## src/rtl/uart_rx_12b.sv

```systemverilog
// 8N1 UART receiver that reassembles byte pairs {0000,hi[3:0]},{lo[7:0]} into 12-bit words.
// Includes a 2-flop input synchroniser, false-start rejection, break handling and an inter-byte timeout.
module uart_rx_12b #(
  parameter int CLOCK_FREQ   = 100_000_000,
  parameter int BAUD_RATE    = 115200,
  parameter int TIMEOUT_BITS = 20
) (
  input  logic        clk,
  input  logic        reset_n,
  input  logic        uart_rxd,
  output logic [11:0] data,
  output logic        valid,
  output logic        frame_error,
  output logic        sync_error,
  output logic        busy
);

  localparam int          BAUD_DIV      = CLOCK_FREQ / BAUD_RATE;
  localparam logic [15:0] BAUD_MAX      = 16'(BAUD_DIV);
  localparam logic [15:0] HALF_MAX      = 16'(BAUD_DIV / 2);
  localparam int          TO_CYCLES     = TIMEOUT_BITS * (BAUD_DIV + 1);
  localparam int          TO_W          = $clog2(TO_CYCLES + 1);
  localparam logic [TO_W-1:0] TO_LAST   = TO_W'(TO_CYCLES - 1);

  typedef enum logic [2:0] {IDLE, START, DATA, STOP, BRK} state_t;

  state_t      state, state_next;
  logic        rxd_meta, rxd_s, rxd_prev;
  logic [15:0] baud_cnt;
  logic [2:0]  bit_cnt;
  logic [7:0]  shift_reg;
  logic        byte_done;
  logic        hi_pending;
  logic [3:0]  hi_nibble;
  logic [TO_W-1:0] to_cnt;

  logic start_edge, half_hit, period_hit;
  logic cnt_clr, bit_take, stop_good, stop_bad;

  assign start_edge = rxd_prev & ~rxd_s;
  assign half_hit   = (baud_cnt == HALF_MAX);
  assign period_hit = (baud_cnt == BAUD_MAX);

  // Synchroniser flops reset to the idle line level so reset release never looks like a start edge.
  always_ff @(posedge clk or negedge reset_n) begin
    if (!reset_n) begin
      rxd_meta <= 1'b1;
      rxd_s    <= 1'b1;
      rxd_prev <= 1'b1;
    end else begin
      rxd_meta <= uart_rxd;
      rxd_s    <= rxd_meta;
      rxd_prev <= rxd_s;
    end
  end

  always_ff @(posedge clk or negedge reset_n) begin
    if (!reset_n) state <= IDLE;
    else          state <= state_next;
  end

  always_comb begin
    state_next = state;
    case (state)
      IDLE:  if (start_edge) state_next = START;
      START: if (half_hit) state_next = rxd_s ? IDLE : DATA;
      DATA:  if (period_hit && bit_cnt == 3'd7) state_next = STOP;
      STOP:  if (period_hit) state_next = rxd_s ? IDLE : BRK;
      BRK:   if (rxd_s) state_next = IDLE;
      default: state_next = IDLE;
    endcase
  end

  always_comb begin
    busy      = (state != IDLE);
    cnt_clr   = (state == IDLE) || (state == BRK) ||
                ((state == START) && half_hit) ||
                ((state == DATA) && period_hit);
    bit_take  = (state == DATA) && period_hit;
    stop_good = (state == STOP) && period_hit && rxd_s;
    stop_bad  = (state == STOP) && period_hit && !rxd_s;
  end

  always_ff @(posedge clk or negedge reset_n) begin
    if (!reset_n) begin
      baud_cnt    <= '0;
      bit_cnt     <= '0;
      shift_reg   <= '0;
      byte_done   <= 1'b0;
      frame_error <= 1'b0;
    end else begin
      baud_cnt    <= cnt_clr ? 16'd0 : baud_cnt + 16'd1;
      byte_done   <= stop_good;
      frame_error <= stop_bad;
      if (state != DATA)  bit_cnt <= 3'd0;
      else if (bit_take)  bit_cnt <= bit_cnt + 3'd1;
      if (bit_take)       shift_reg <= {rxd_s, shift_reg[7:1]};
    end
  end

  // shift_reg is untouched for a full start bit after a stop, so the pairing stage can read it a cycle later.
  always_ff @(posedge clk or negedge reset_n) begin
    if (!reset_n) begin
      data       <= '0;
      valid      <= 1'b0;
      sync_error <= 1'b0;
      hi_pending <= 1'b0;
      hi_nibble  <= '0;
      to_cnt     <= '0;
    end else begin
      valid      <= 1'b0;
      sync_error <= 1'b0;
      if (stop_bad) begin
        hi_pending <= 1'b0;
      end else if (byte_done) begin
        if (hi_pending) begin
          data       <= {hi_nibble, shift_reg};
          valid      <= 1'b1;
          hi_pending <= 1'b0;
        end else if (shift_reg[7:4] == 4'd0) begin
          hi_nibble  <= shift_reg[3:0];
          hi_pending <= 1'b1;
          to_cnt     <= '0;
        end else begin
          sync_error <= 1'b1;
        end
      end else if (hi_pending && !busy) begin
        if (to_cnt == TO_LAST) begin
          sync_error <= 1'b1;
          hi_pending <= 1'b0;
        end else begin
          to_cnt <= to_cnt + TO_W'(1);
        end
      end
    end
  end

endmodule

```

## config.mk

```make
export PLATFORM = sky130hd
export DESIGN_NAME = uart_rx_12b
export DESIGN_NICKNAME = d
export VERILOG_FILES = /design/src/rtl/uart_rx_12b.sv
export SDC_FILE = /design/constraint.sdc
export NUM_CORES = 1
export LEC_CHECK = 0
export BUFFER_PORTS_ARGS = -buffer_cell sky130_fd_sc_hd__buf_2
export CAP_MARGIN = 20
export CORE_ASPECT_RATIO = 1.25
export CORE_MARGIN = 1
export CORE_UTILIZATION = 65
export DETAILED_ROUTE_END_ITERATION = 8
export GPL_ROUTABILITY_DRIVEN = 1
export HOLD_SLACK_MARGIN = 0.03
export PLACE_DENSITY_LB_ADDON = 0.1
export SYNTH_ARGS = -nofsm -noshare
export SYNTH_HDL_FRONTEND = slang
export SYNTH_SLANG_ARGS = --single-unit
export TNS_END_PERCENT = 10
```

## constraint.sdc

```tcl
create_clock -name clk -period 6.9 [get_ports clk]
set_clock_uncertainty 0.1 [all_clocks]
set_input_delay 1.725 -clock clk [delete_from_list [all_inputs] [get_ports clk]]
set_output_delay 1.725 -clock clk [all_outputs]
set_load 0.01 [all_outputs]
```

==> impl_summary.txt, run 1 <==
----------------------------------------------------
[Run status]
  Result of the run ... finished clean

[Clock tree]
  CTS Buf Count ... 9
  CTS root buffer ... sky130_fd_sc_hd__clkbuf_8
  Post_cts resized ... 0
  Htree depth ... 3
  Post-CTS setup buffer count ... 0
  Skew-Pair Late Insertion Delay ... 0.35 ns
  Longest Clk Path Bufs ... 2
  Clock tree from TritonCTS ... done
  Number of buffers inserted for hold repair after clock tree synthesis ... 0
  Clk slew on worst S/H paths ... 0.07 ns
  Clk sink count ... 69

[STA]
  Finish-stage setup viols ... 0
  Final TNS setup ... 0 ns
  RSZ-0062 raised after global routing ... no
  Fin crit share ... 48.5%
  Number of pins exceeding their max-slew limit in the final report ... 0
  Hold Vio Cnt, Final ... 0
  Least-Margin Pin Slew ... 0.855 ns
  Worst-case setup margin in the final layout ... 3.55 ns
  Final critical path time including I/O delays and setup ... 3.35 ns
  Slew HR ... 43.0%
  Minimum hold slack ... 0.262 ns
  Fmax ... 299 MHz

[Die]
  Initial standard-cell utilization of the core ... 69.0%
  Die height ... 81.8 µm
  DIE AREA ... 0.00539 mm²
  Core area ... 0.00480 mm²
  Count of pins on the block boundary ... 19
  Horizontal die dimension ... 65.8 µm
  Std-Cell Rows ... 28

[Global routing]
  Gr ovfl total ... 0
  GRT Overall Usage ... 26.4%
  Maximum number of pins on one net before global-route repair ... 70
  Antenna violations before repair ... 0
  Via count of the first global-routing pass ... 2284
  Global-route wire length before repair ... 10500 µm

[Final layout]
  Antenna cells ... 0
  P&R area growth vs syn ... 10.0%
  Final core area utilization ... 75.9%
  Largest register by flop count ... baud_cnt
  Number of flip-flops under the largest register name ... 16
  Filler cells ... 328
  Layout Nets ... 333
  Share of layout cells above drive strength 1 ... 21.9%
  Top Registers ... baud_cnt x16, to_cnt x15, data x12
  Count of non-filler cells in the finished layout ... 389

[Setup path]
  Worst Setup SP ... state[1]
  Required time of the critical path ... 5.08 ns
  Worst reg2reg path endpoint ... to_cnt[4]
  Data arrival time of the critical path ... 1.52 ns
  Largest fanout on the critical path ... 11
  Flop2flop setup slack ... 4.19 ns
  Largest stage delay, worst path ... 0.49 ns
  Endpoint class of the critical path ... output port
  Worst reg2reg path depth ... 7
  Crit Path Class ... reg -> out
  Standard cell with the maximum stage delay on the critical path ... sky130_fd_sc_hd__dfrtp_1
  Ordered list of cells on the worst path ... nor3_1 > inv_1 > buf_2
  Worst Setup Start Kind ... register
  Reg2reg start ... to_cnt[0]

[Synthesis]
  Synth Flop Type ... sky130_fd_sc_hd__dfrtp_1
  Fraction of synthesis flops using an asynchronous set or reset pin ... 100%
  Flops & latches, synth ... 69
  Count of flip-flops with a built-in enable after synthesis ... 0
  Yosys Warn Count ... 0
  Synth cell types ... 48
  Avg Inst Size Synth ... 10.8 µm²
  Most numerous cell in the Yosys netlist ... sky130_fd_sc_hd__dfrtp_1
  Number of instances in the synthesized netlist ... 306
  Net count of the mapped netlist ... 315
  Dominant cells by area after synthesis ... sky130_fd_sc_hd__dfrtp_1 (50%), sky130_fd_sc_hd__mux2_2 (5.1%), sky130_fd_sc_hd__nor2_1 (4.2%)
  Proportion of netlist area held by the largest area contributor ... 49.9%
  Area leader, netlist ... sky130_fd_sc_hd__dfrtp_1
  Combined area of all synthesized cells ... 0.00331 mm²
  Post-synthesis sequential area ratio ... 52.2%
  Most frequent cells after synthesis ... sky130_fd_sc_hd__dfrtp_1 (66), sky130_fd_sc_hd__nor2_1 (37), sky130_fd_sc_hd__nand2_1 (31)

[Route]
  Wirelength, routed ... 6280 µm
  Antenna Nets Post-Route ... 0
  Detailed-route vias per instance ... 5.90
  Pre-antenna DRT Iters ... 4
  Starting DRT DRC Count ... 188
  Vias after detailed routing ... 2297
  WL per Instance ... 16.1 µm
  Remaining DRCs ... 0

[Placed design]
  Post-detail-place hpwl ... 4080 µm
  PortBufs ... 18
  Routability cong. ... 0.889
  # placed instances ... 373
  Worst slack after detailed placement ... 3.92 ns

[Worst hold path]
  Type of the most critical hold path ... reg -> reg
  Worst Min Path Start ... rxd_meta
  Worst hold path cell count ... 0
  Worst hold path endpoint ... rxd_s

[Pwr]
  Share of total power in sequential cells ... 50.3%
  Switching power ... 0.000225 W
  Proportion of power drawn by combinational gates ... 7.4%
  Internal power consumption ... 0.000656 W
  Relative contribution of the clock network to total power ... 42.3%
  Static power due to leakage ... 1.76 nW
  Fraction of power spent switching nets ... 25.6%
  Power per unit of standard cell area ... 242 mW/mm²
  Worst vdd rail ir drop ... 0.232 mV

[Job]
  Number of max-cap violations ... 0

----------------------------------------------------
## power groups by stage
stage | Combinational (W) | Clock, W | Sequential, W
after floorplan | 0.0000549 | 0 | 0.000441
after global placement | 0.0000641 | 0 | 0.000450
after detailed placement | 0.0000652 | 0 | 0.000451
after CTS | 0.0000661 | 0.000378 | 0.000443
after global routing | 0.0000761 | 0.000395 | 0.000447
final | 0.0000651 | 0.000373 | 0.000443
## layer usage
layer	part of all wire (%)	global-route usage, %
met1	41	30.5
met2	53	47.0
met3	3.7	5.42
met4	1.9	11.1
met5	0	0
## worst max-delay path, delay by kind of cell, from the launching register on
family	cells	cell delay, ns
flops	1	0.49
simple gates	1	0.46
buf+inv	2	0.22
## layout by cell type, fill, tap and decap left out, types with 5 or more instances in the layout
master	instances
sky130_fd_sc_hd__dfrtp_1	66
sky130_fd_sc_hd__nor2_1	37
sky130_fd_sc_hd__nand2_1	31
sky130_fd_sc_hd__buf_2	18
sky130_fd_sc_hd__mux2_2	15
sky130_fd_sc_hd__nand3_1	13
sky130_fd_sc_hd__xor2_1	9
sky130_fd_sc_hd__mux2_4	9
sky130_fd_sc_hd__clkbuf_8	9
sky130_fd_sc_hd__nor4_1	8
sky130_fd_sc_hd__and3_1	8
sky130_fd_sc_hd__o21ai_1	8
sky130_fd_sc_hd__inv_1	7
sky130_fd_sc_hd__xnor2_1	7
sky130_fd_sc_hd__a21oi_1	7
sky130_fd_sc_hd__nand4_1	6
sky130_fd_sc_hd__ha_1	6
sky130_fd_sc_hd__nand2b_1	5
## how the worst max path moves through the flow
stage	to	slack [ns]	cells past startpoint
CTS	busy	3.54	3
detailed placement	busy	3.92	3
global route	busy	3.46	3
global placement	busy	3.95	3
finish	busy	3.55	3
floorplan	busy	4.15	3
## layout make-up
type / count / area [µm²] / area share [%]
well taps: 60 / 75.1 / 2.06
clock inverters: 7 / 104 / 2.85
clock buffers: 9 / 124 / 3.40
multi-input cells: 218 / 1490 / 40.8
inverters: 7 / 26.3 / 0.721
flip-flops and latches: 69 / 1730 / 47.5
repair buffers: 19 / 97.6 / 2.68
## kinds of logic (layout without fill, tap and decap cells)
group                      Yosys count  in the layout  synth area share [%]
AOI/OAI and AO/OA                   35             35                  6.95
xor gates and xnor gates            16             16                  4.23
adders and majority gates            6              6                  2.27
buffers and inverters               19             42                  2.83
DFF                                 69             69                  52.2
muxes                               25             25                  9.48
and+or+nand+nor                    136            136                  22.0
## through the flow
stage | instance area (µm²) | total power, W
detailed placement | 3420 | 0.000517
global placement | 3420 | 0.000514
CTS | 3640 | 0.000888
floorplan | 3310 | 0.000496
global route | 3640 | 0.000918
finish | 3640 | 0.000881
(Power assumes the default switching activity.)
==> run 2, diff against run 1 <==
Settings changed: ABC_AREA set to 1, CORE_UTILIZATION 65 to 61.
Clock period 6.9 ns to 3.1 ns, I/O delays scaled along.
==> impl_summary.txt, run 2 <==
----------------------------------------------------
[Setup path]
  Ordered list of cells on the worst path ... nor2_2 > nand2_1 > buf_2
  Flop2flop setup slack ... 1.18 ns (-3.01 ns)
  Reg2reg start ... baud_cnt[0]
  Largest fanout on the critical path ... 6 (-5)
  Largest stage delay, worst path ... 0.46 ns (-0.03 ns)
  Cell family with the largest share of critical-path delay ... flip-flops
  Worst Setup Start Kind ... register
  Endpoint class of the critical path ... output port
  Data arrival time of the critical path ... 1.33 ns (-0.19 ns)
  Crit Path Class ... reg -> out
  Worst reg2reg path depth ... 9 (+2)
  Worst reg2reg path endpoint ... to_cnt[13]
  Required time of the critical path ... 2.22 ns (-2.86 ns)
  Buf/Inv on CP ... 1 (-1)
  Standard cell with the maximum stage delay on the critical path ... sky130_fd_sc_hd__dfrtp_1

[Synthesis]
  Area leader, netlist ... sky130_fd_sc_hd__dfrtp_1
  Yosys Warn Count ... 0 (unchanged)
  Combined area of all synthesized cells ... 0.00362 mm² (+9.2%)
  Post-synthesis sequential area ratio ... 47.8% (-4.4 points)
  Dominant cells by area after synthesis ... sky130_fd_sc_hd__dfrtp_1 (46%), sky130_fd_sc_hd__nand2_1 (15%), sky130_fd_sc_hd__nor2_1 (6.5%)
  Synth cell types ... 29 (-40%)
  Synth Flop Type ... sky130_fd_sc_hd__dfrtp_1
  Most numerous cell in the Yosys netlist ... sky130_fd_sc_hd__nand2_1
  Proportion of netlist area held by the largest area contributor ... 45.7% (-4.2 points)
  Fraction of synthesis flops using an asynchronous set or reset pin ... 100% (unchanged)
  Number of instances in the synthesized netlist ... 458 (+50%)
  Most frequent cells after synthesis ... sky130_fd_sc_hd__nand2_1 (142), sky130_fd_sc_hd__dfrtp_1 (66), sky130_fd_sc_hd__nor2_1 (63)
  Avg Inst Size Synth ... 7.90 µm² (-27%)
  Count of flip-flops with a built-in enable after synthesis ... 0 (unchanged)
  Flops & latches, synth ... 69 (unchanged)
  Net count of the mapped netlist ... 467 (+48%)

[Route]
  Vias after detailed routing ... 2935 (+28%)
  Wirelength, routed ... 6950 µm (+11%)
  Antenna Nets Post-Route ... 0 (unchanged)
  Pre-antenna DRT Iters ... 8 (+4)
  WL per Instance ... 12.6 µm (-22%)
  Remaining DRCs ... 2 (+2)
  Starting DRT DRC Count ... 218 (+16%)
  Detailed-route vias per instance ... 5.32 (-10%)

[Run status]
  Result of the run ... complete, but fails checks
  Violations in the final reports ... DRC

[Final layout]
  Count of non-filler cells in the finished layout ... 552 (+42%)
  Commonest cells after routing, fill and taps aside ... sky130_fd_sc_hd__nand2_1 (142), sky130_fd_sc_hd__dfrtp_1 (66), sky130_fd_sc_hd__nor2_1 (63)
  Cell area after layout ... 0.00396 mm² (+8.7%)
  P&R area growth vs syn ... 9.51%
  Share of layout cells above drive strength 1 ... 15.0% (-6.9 points)
  Number of flip-flops under the largest register name ... 16 (unchanged)
  Antenna cells ... 0 (unchanged)
  Top Registers ... baud_cnt x16, to_cnt x15, data x12
  Largest register by flop count ... baud_cnt
  Layout Nets ... 490 (+47%)
  Final core area utilization ... 69.0% (-6.9 points)
  Commonest non-fill, non-tap cell in the layout ... sky130_fd_sc_hd__nand2_1

[Placed design]
  Post-detail-place hpwl ... 4940 µm (+21%)
  PortBufs ... 18 (unchanged)
  # placed instances ... 536 (+44%)
  Area post-placement ... 0.00374 mm² (+9.6%)
  Routability cong. ... 0.872 (-2.0%)

[Pwr]
  Static power due to leakage ... 1.97 nW (+11%)
  Power per unit of standard cell area ... 535 mW/mm² (+120%)
  Worst vdd rail ir drop ... 0.573 mV (+150%)

[Clock tree]
  Number of buffers inserted for hold repair after clock tree synthesis ... 0 (unchanged)
  Clock tree from TritonCTS ... done
  Post_cts resized ... 0 (unchanged)
  Post-CTS setup buffer count ... 0 (unchanged)
  Skew-Pair Late Insertion Delay ... 0.35 ns (about the same)
  Clk sink count ... 69 (unchanged)
  Htree depth ... 3 (unchanged)
  CTS Buf Count ... 9 (unchanged)
  Longest Clk Path Bufs ... 2 (unchanged)
  CTS root buffer ... sky130_fd_sc_hd__clkbuf_8
  Clk slew on worst S/H paths ... 0.08 ns (about the same)

[STA]
  Hold Vio Cnt, Final ... 0 (unchanged)
  Minimum hold slack ... 0.227 ns (-0.0350 ns)
  Least-Margin Pin Slew ... 0.469 ns (-0.385 ns)
  Final critical path time including I/O delays and setup ... 2.20 ns
  RSZ-0062 raised after global routing ... no
  Number of pins exceeding their max-slew limit in the final report ... 0 (unchanged)
  Slew HR ... 68.7% (+26 points)
  Finish-stage setup viols ... 0 (unchanged)
  Fin crit share ... 71.1%
  Fmax ... 454 MHz
  Final TNS setup ... 0 ns (unchanged)

[Die]
  Horizontal die dimension ... 70.9 µm (+7.6%)
  Initial standard-cell utilization of the core ... 63.0% (-6.0 points)
  Std-Cell Rows ... 31 (+11%)
  DIE AREA ... 0.00624 mm² (+16%)
  Core area ... 0.00574 mm² (+20%)
  Die height ... 88.1 µm (+7.7%)
  Count of pins on the block boundary ... 19 (unchanged)

[Job]
  Number of max-cap violations ... 0 (unchanged)

[Global routing]
  Global-route wire length before repair ... 12000 µm (+14%)
  Via count of the first global-routing pass ... 2756 (+21%)
  Antenna violations before repair ... 0 (unchanged)
  GRT Overall Usage ... 25.0% (-1.4 points)
  Gr ovfl total ... 0 (unchanged)
  Maximum number of pins on one net before global-route repair ... 33 (-53%)

[Worst hold path]
  Type of the most critical hold path ... in -> async

----------------------------------------------------
run 2: layout make-up:
type | instances | area [µm²]
fill | 489 | 1780
sequential | 69 | 1730
multi-input combinational | 333 | 1630
inverter | 48 | 180
clock buffer | 11 | 151
timing repair buffer | 20 | 118
tap | 66 | 82.6
clock inverter | 5 | 65.1
run 2: metrics by stage:
step / power [W] / setup WS, ns
2_1_floorplan: 0.00127 / 1.51
3_3_place_gp: 0.00135 / 1.28
3_5_place_dp: 0.00136 / 1.20
4_1_cts: 0.00214 / 0.882
5_1_grt: 0.00224 / 0.820
6_report: 0.00212 / 0.897
run 2: worst max path at each step:
stage | from | to | slack, ns | cells past startpoint
finish | state[0] | busy | 0.90 | 3
global route | state[0] | busy | 0.82 | 3
CTS | state[0] | busy | 0.88 | 3
detailed placement | baud_cnt[0] | data[11] | 1.20 | 9
global placement | baud_cnt[0] | data[8] | 1.28 | 9
floorplan | state[0] | busy | 1.51 | 2
run 2: power by group:
group	internal, W	leakage [nW]	total (W)	switching [W]
sequential	0.000941	0.947	0.000990	0.0000489
combinational	0.000106	0.910	0.000352	0.000247
clock	0.000424	0.111	0.000778	0.000354
total	0.00147	1.97	0.00212	0.000650
run 2: kinds of logic (layout without fill, tap and decap cells):
kind of cell               Yosys count  in the layout  synth area share, %
DFF                                 69             69                 47.8
AOI/OAI and AO/OA                   31             31                 5.40
adders and majority gates            6              6                 2.08
buffers and inverters               56             84                 6.99
and+or+nand+nor                    285            285                 35.0
xor gates and xnor gates            11             11                 2.66
run 2: worst reg2reg max path: stages, from the launching register on:
cell and delay [ns]:
sky130_fd_sc_hd__dfrtp_1 0.41, sky130_fd_sc_hd__inv_1 0.10, sky130_fd_sc_hd__ha_1 0.17, sky130_fd_sc_hd__nand3_2 0.10, sky130_fd_sc_hd__nor2_2 0.21, sky130_fd_sc_hd__nand3_4 0.13, sky130_fd_sc_hd__nand2_4 0.25, sky130_fd_sc_hd__nand2_2 0.18
sky130_fd_sc_hd__nand2_1 0.11, sky130_fd_sc_hd__nand2_1 0.05
run 2: routing by layer:
metal,global-route usage [%],vias up,share of wire [%]
li1,-,1503,-
met1,28.2,1376,43
met2,45.9,46,52
met3,6.90,10,3.8
met4,8.18,0,1.8
met5,0,-,0
